==> src/rtl/counter_updown_mod_if.sv <==
// rtl/counter_updown_mod_if.sv - control and status bundle for the up/down modulo counter
interface counter_updown_mod_if #(
   parameter int BIT = 8
);
   logic           enable;
   logic           up;
   logic [BIT-1:0] step;
   logic           sat_mode;
   logic           load;
   logic [BIT-1:0] load_val;
   logic           ovf_clr;
   logic [BIT-1:0] count;
   logic           tc;
   logic           ovf;

   modport master (
      output enable, up, step, sat_mode, load, load_val, ovf_clr,
      input  count, tc, ovf
   );

   modport slave (
      input  enable, up, step, sat_mode, load, load_val, ovf_clr,
      output count, tc, ovf
   );
endinterface

==> src/rtl/counter_updown_mod.sv <==
// rtl/counter_updown_mod.sv - up/down modulo-MOD counter with wrap/saturate, load, tc pulse and sticky ovf
module counter_updown_mod #(
   parameter int BIT = 8,
   parameter int MOD = 2**BIT
) (
   input logic                 clk,
   input logic                 clr,
   counter_updown_mod_if.slave bus
);

   localparam int             MAX_I = MOD - 1;
   // One extra bit so count + step and count + MOD never lose a carry.
   localparam logic [BIT:0]   MOD_W = (BIT+1)'(MOD);
   localparam logic [BIT:0]   MAX_W = (BIT+1)'(MAX_I);

   logic [BIT-1:0] count_q, count_d;
   logic           tc_q, tc_d;
   logic           ovf_q, ovf_d;

   logic [BIT:0]   cnt_x;
   logic [BIT:0]   step_x;
   logic [BIT:0]   s_eff;
   logic [BIT:0]   sum;
   logic           up_cross;
   logic           dn_cross;
   logic           active;
   logic           bnd_event;

   // Clamp step, detect boundary crossing and compute the next count/flags.
   always_comb begin
      step_x    = {1'b0, bus.step};
      s_eff     = (step_x > MAX_W) ? MAX_W : step_x;
      cnt_x     = {1'b0, count_q};
      sum       = cnt_x + s_eff;
      up_cross  = (sum > MAX_W);
      dn_cross  = (s_eff > cnt_x);
      active    = bus.enable && !bus.load && (s_eff != '0);
      bnd_event = active && (bus.up ? up_cross : dn_cross);

      count_d = count_q;
      if (bus.load) begin
         count_d = ({1'b0, bus.load_val} > MAX_W) ? BIT'(MAX_I) : bus.load_val;
      end else if (active) begin
         if (bus.up) begin
            if (up_cross) begin
               count_d = bus.sat_mode ? BIT'(MAX_I) : BIT'(sum - MOD_W);
            end else begin
               count_d = BIT'(sum);
            end
         end else begin
            if (dn_cross) begin
               count_d = bus.sat_mode ? '0 : BIT'(cnt_x + MOD_W - s_eff);
            end else begin
               count_d = BIT'(cnt_x - s_eff);
            end
         end
      end

      // A boundary event outranks a same-cycle ovf_clr.
      tc_d  = bnd_event;
      ovf_d = bnd_event | (ovf_q & ~bus.ovf_clr);
   end

   // State register; clr clears everything at once without waiting for clk.
   always_ff @(posedge clk or negedge clr) begin
      if (!clr) begin
         count_q <= '0;
         tc_q    <= 1'b0;
         ovf_q   <= 1'b0;
      end else begin
         count_q <= count_d;
         tc_q    <= tc_d;
         ovf_q   <= ovf_d;
      end
   end

   assign bus.count = count_q;
   assign bus.tc    = tc_q;
   assign bus.ovf   = ovf_q;

endmodule

==> src/flat_wrapper.sv <==
// flat-port wrapper written by rule: the top's interface ports become plain ports
module counter_updown_mod_flat 
#(
   parameter int BIT = 8,
   parameter int MOD = 2**BIT
)
  (clk, clr, bus_enable, bus_up, bus_step, bus_sat_mode, bus_load, bus_load_val, bus_ovf_clr, bus_count, bus_tc, bus_ovf);
  counter_updown_mod_if #(.BIT(BIT)) bus_i ();
  input logic clk;
  input logic clr;
  input wire logic [$bits(bus_i.enable)-1:0] bus_enable;
  input wire logic [$bits(bus_i.up)-1:0] bus_up;
  input wire logic [$bits(bus_i.step)-1:0] bus_step;
  input wire logic [$bits(bus_i.sat_mode)-1:0] bus_sat_mode;
  input wire logic [$bits(bus_i.load)-1:0] bus_load;
  input wire logic [$bits(bus_i.load_val)-1:0] bus_load_val;
  input wire logic [$bits(bus_i.ovf_clr)-1:0] bus_ovf_clr;
  output wire logic [$bits(bus_i.count)-1:0] bus_count;
  output wire logic [$bits(bus_i.tc)-1:0] bus_tc;
  output wire logic [$bits(bus_i.ovf)-1:0] bus_ovf;
  assign bus_i.enable = bus_enable;
  assign bus_i.up = bus_up;
  assign bus_i.step = bus_step;
  assign bus_i.sat_mode = bus_sat_mode;
  assign bus_i.load = bus_load;
  assign bus_i.load_val = bus_load_val;
  assign bus_i.ovf_clr = bus_ovf_clr;
  assign bus_count = bus_i.count;
  assign bus_tc = bus_i.tc;
  assign bus_ovf = bus_i.ovf;
  counter_updown_mod #(.BIT(BIT), .MOD(MOD)) u_core (.clk(clk), .clr(clr), .bus(bus_i));
endmodule
==> config.mk <==
export PLATFORM = sky130hd
export DESIGN_NAME = counter_updown_mod_flat
export DESIGN_NICKNAME = d
export VERILOG_FILES = /design/src/rtl/counter_updown_mod_if.sv /design/src/rtl/counter_updown_mod.sv /design/src/flat_wrapper.sv
export SDC_FILE = /design/constraint.sdc
export NUM_CORES = 1
export LEC_CHECK = 0
export ABC_AREA = 1
export BUFFER_PORTS_ARGS = -buffer_cell sky130_fd_sc_hd__buf_2
export CAP_MARGIN = 40
export CORE_MARGIN = 2
export CORE_UTILIZATION = 29
export CTS_BUF_LIST = sky130_fd_sc_hd__clkbuf_8
export DETAILED_ROUTE_END_ITERATION = 10
export HOLD_SLACK_MARGIN = 0.15
export SYNTH_ARGS = -nofsm -noshare
export SYNTH_HDL_FRONTEND = slang
export SYNTH_SLANG_ARGS = --single-unit
export TNS_END_PERCENT = 50
==> constraint.sdc <==
create_clock -name clk -period 2.1 [get_ports clk]
set_input_delay 0.105 -clock clk [delete_from_list [all_inputs] [get_ports clk]]
set_output_delay 0.105 -clock clk [all_outputs]
set_load 0.05 [all_outputs]
==> flow_metrics.env <==
export IMPL_period_needed_ps=1950
export IMPL_grt_pass1_vias=1466
export IMPL_final_net_count=316
export IMPL_clk_pin_slew_ps=50
export IMPL_cts_made_buffers=3
export IMPL_ys_seq_elements=10
export IMPL_worst_pin_slew_ps=327
export IMPL_arrival_ps=2110
export IMPL_cts_tree="built"
export IMPL_ys_seq_area_frac=0.170
export IMPL_insertion_delay_ps=240
export IMPL_drc_errors=0
export IMPL_wl_met3_microns=136
export IMPL_io_pins=33
export IMPL_n_fill_cell=563
export IMPL_cp_max_fo=8
export IMPL_dieArea_sq_um=5670
export IMPL_async_flop_share=1.00
export IMPL_cts_num_sinks=10
export IMPL_wl_met1_microns=1870
export IMPL_wirelength_microns=3900
export IMPL_vias=1541
export IMPL_grt_pass1_wl_microns=6520
export IMPL_cts_buffer_depth=2
export IMPL_hpwl_microns=3240
export IMPL_syn_to_final_growth_pct=22.1
export IMPL_place_area_sq_um=1690
export IMPL_maxSlewHeadroom=0.782
export IMPL_cp_end_kind="flop"
export IMPL_fin_skew_ps=0.286
export IMPL_syn_num_nets=277
export IMPL_path_class="reg2reg"
export IMPL_drive_above_1_share=0.219
export IMPL_tns_ps=0
export IMPL_syn_area_sq_um=1470
export IMPL_rsz0062_at_grt="false"
export IMPL_htreeDepth=1
export IMPL_maxCapViolCount=0
export IMPL_required_ps=2260
export IMPL_stdcell_area_sq_um=1800
export IMPL_grt_overflow=0
export IMPL_clkPwrFrac=0.180
export IMPL_die_h_microns=75.3
export IMPL_power_switching_w=0.000672
export IMPL_wire_per_inst_microns=11.4
export IMPL_place_port_buffers=32
export IMPL_wl_met2_microns=1850
export IMPL_antenna_cells=0
export IMPL_drtPass1Iterations=5
export IMPL_period_share=0.928
export IMPL_viasPerCell=4.52
export IMPL_postCtsSetupBuffers=0
export IMPL_intPower_w=0.000681
export IMPL_grt_total_usage=0.146
export IMPL_initial_core_util=0.306
export IMPL_fmax_mhz=513
export IMPL_pwr_share_comb=0.629
export IMPL_seqPwrFrac=0.191
export IMPL_synth_cell_types=28
export IMPL_cellLeakagePower_nw=1.02
export IMPL_clockRootBuffer="clkbuf_8"
export IMPL_synth_edf_count=0
export IMPL_coreArea_sq_um=4820
export IMPL_avgSynthCellArea_sq_um=6.25
export IMPL_switching_share=0.497
export IMPL_rows=25
export IMPL_power_density_nw_per_um2=752
export IMPL_final_max_slew_violation_count=0
export IMPL_synth_ff_type="dfrtp_1"
export IMPL_postRouteAntennaNets=0
export IMPL_status="finished clean"
export IMPL_top_layer="met4"
export IMPL_drt_initial_drc_count=63
export IMPL_grt_max_degree=14
export IMPL_synthCells=236
export IMPL_antenna_found_initial=0
export IMPL_yosys_warnings=0
export IMPL_die_x_microns=75.3
export IMPL_hold_class="in2reg"
export IMPL_peakVddDrop_mv=0.547
export IMPL_hold_violations=0
export IMPL_setup_viol_count_final=0
export IMPL_worstSetupStartpointType="flop"
export IMPL_gp_congestion=0.872
export IMPL_total_power_w=0.00135
==> flip-flops by register name (all words and copies together) (netlist names) <==
name              count
u_core.bus.count      8
u_core.bus.ovf        1
u_core.bus.tc         1
==> what timing repair did <==
action,CTS,global route
endpoints found under the hold margin,13,0
endpoints found under the setup margin,0,5
resized for setup,0,3
hold buffers,4,0
==> stage by stage <==
step	util	hold slack, ps	std cells	setup WS [ps]
finish	0.374	162	341	152
global route	0.374	171	341	1.16
CTS	0.370	159	341	132
detailed placement	0.351	-15.2	333	140
global placement	0.351	-19.3	333	205
floorplan	-	-191	236	33.3
==> cell type report <==
type	count	area, sq um	area share
multi-input cells	182	1030	0.573
flip-flops and latches	10	251	0.140
repair buffers	41	238	0.132
inverters	37	140	0.0779
well taps	67	83.8	0.0466
clock buffers	4	55.1	0.0306
==> power groups by stage <==
stage / combinational (W) / clock, W / sequential, W
CTS: 0.000835 / 0.000251 / 0.000258
floorplan: 0.000534 / 0 / 0.000375
global route: 0.000958 / 0.000260 / 0.000262
detailed placement: 0.000825 / 0 / 0.000260
global placement: 0.000837 / 0 / 0.000260
finish: 0.000851 / 0.000243 / 0.000258
==> worst paths after layout <==
path                                            end  slack, ps           startpoint  cells after the start
worst max-delay path            u_core.bus.count[3]        150  u_core.bus.count[0]                     12
worst min-delay path            u_core.bus.count[3]        160      bus_load_val[3]                      3
worst max register to register  u_core.bus.count[3]        150  u_core.bus.count[0]                     12
worst min register to register  u_core.bus.count[0]        540  u_core.bus.count[0]                      2
max in group asynchronous       u_core.bus.count[0]       1620                  clr                      2
min in group asynchronous       u_core.bus.count[7]        260                  clr                      2
==> critical path, cell delays in order (launching register included) <==
cell,delay [ps]
dfrtp_2,380
inv_1,50
ha_1,220
fa_1,400
inv_1,90
nand3_1,80
nand3_2,100
nand2_1,110
nand3_4,140
nand3_1,80
nand2_1,70
nor2_1,40
o21ai_1,110
==> synth_stat cells (2+ instances only) <==
| cell | instances | area [sq um] |
|---|---|---|
| inv_1 | 31 | 116 |
| ha_1 | 16 | 200 |
| inv_2 | 5 | 18.8 |
| nand3_1 | 20 | 100 |
| and2_1 | 2 | 12.5 |
| o21ai_1 | 5 | 25.0 |
| a21oi_2 | 2 | 17.5 |
| a21oi_1 | 13 | 65.1 |
| fa_1 | 2 | 40.0 |
| o21ai_0 | 4 | 20.0 |
| nand2_1 | 71 | 267 |
| nand2_2 | 2 | 12.5 |
| dfrtp_1 | 10 | 250 |
| nand3_2 | 3 | 30.0 |
| buf_6 | 5 | 56.3 |
| xor2_1 | 4 | 35.0 |
| nor2_1 | 24 | 90.1 |
| nand4_1 | 7 | 43.8 |
==> routing by layer <==
layer	GRT usage	vias to the layer above
met3	0.00926	5
met2	0.243	34
met5	0	-
met4	0.0390	0
li1	-	825
met1	0.205	677
==> cells by family (layout without fill, tap and decap cells) <==
group | count (synthesis) | in the layout | share of synthesized area
compound gates | 28 | 28 | 0.106
xor+xnor | 4 | 4 | 0.0238
fa+ha+maj | 18 | 18 | 0.163
buf+inv | 44 | 82 | 0.141
flops | 10 | 10 | 0.170
simple gates | 132 | 132 | 0.396
==> layout by cell type, fill, tap and decap left out, types with 7 or more instances in the layout <==
master | synthesis | routed
nand4_1 | 7 | 7
nand2_1 | 71 | 71
inv_1 | 31 | 31
buf_2 | 0 | 32
nor2_1 | 24 | 24
nand3_1 | 20 | 19
dfrtp_1 | 10 | 9
ha_1 | 16 | 16
a21oi_1 | 13 | 13
(Power assumes the default switching activity.)
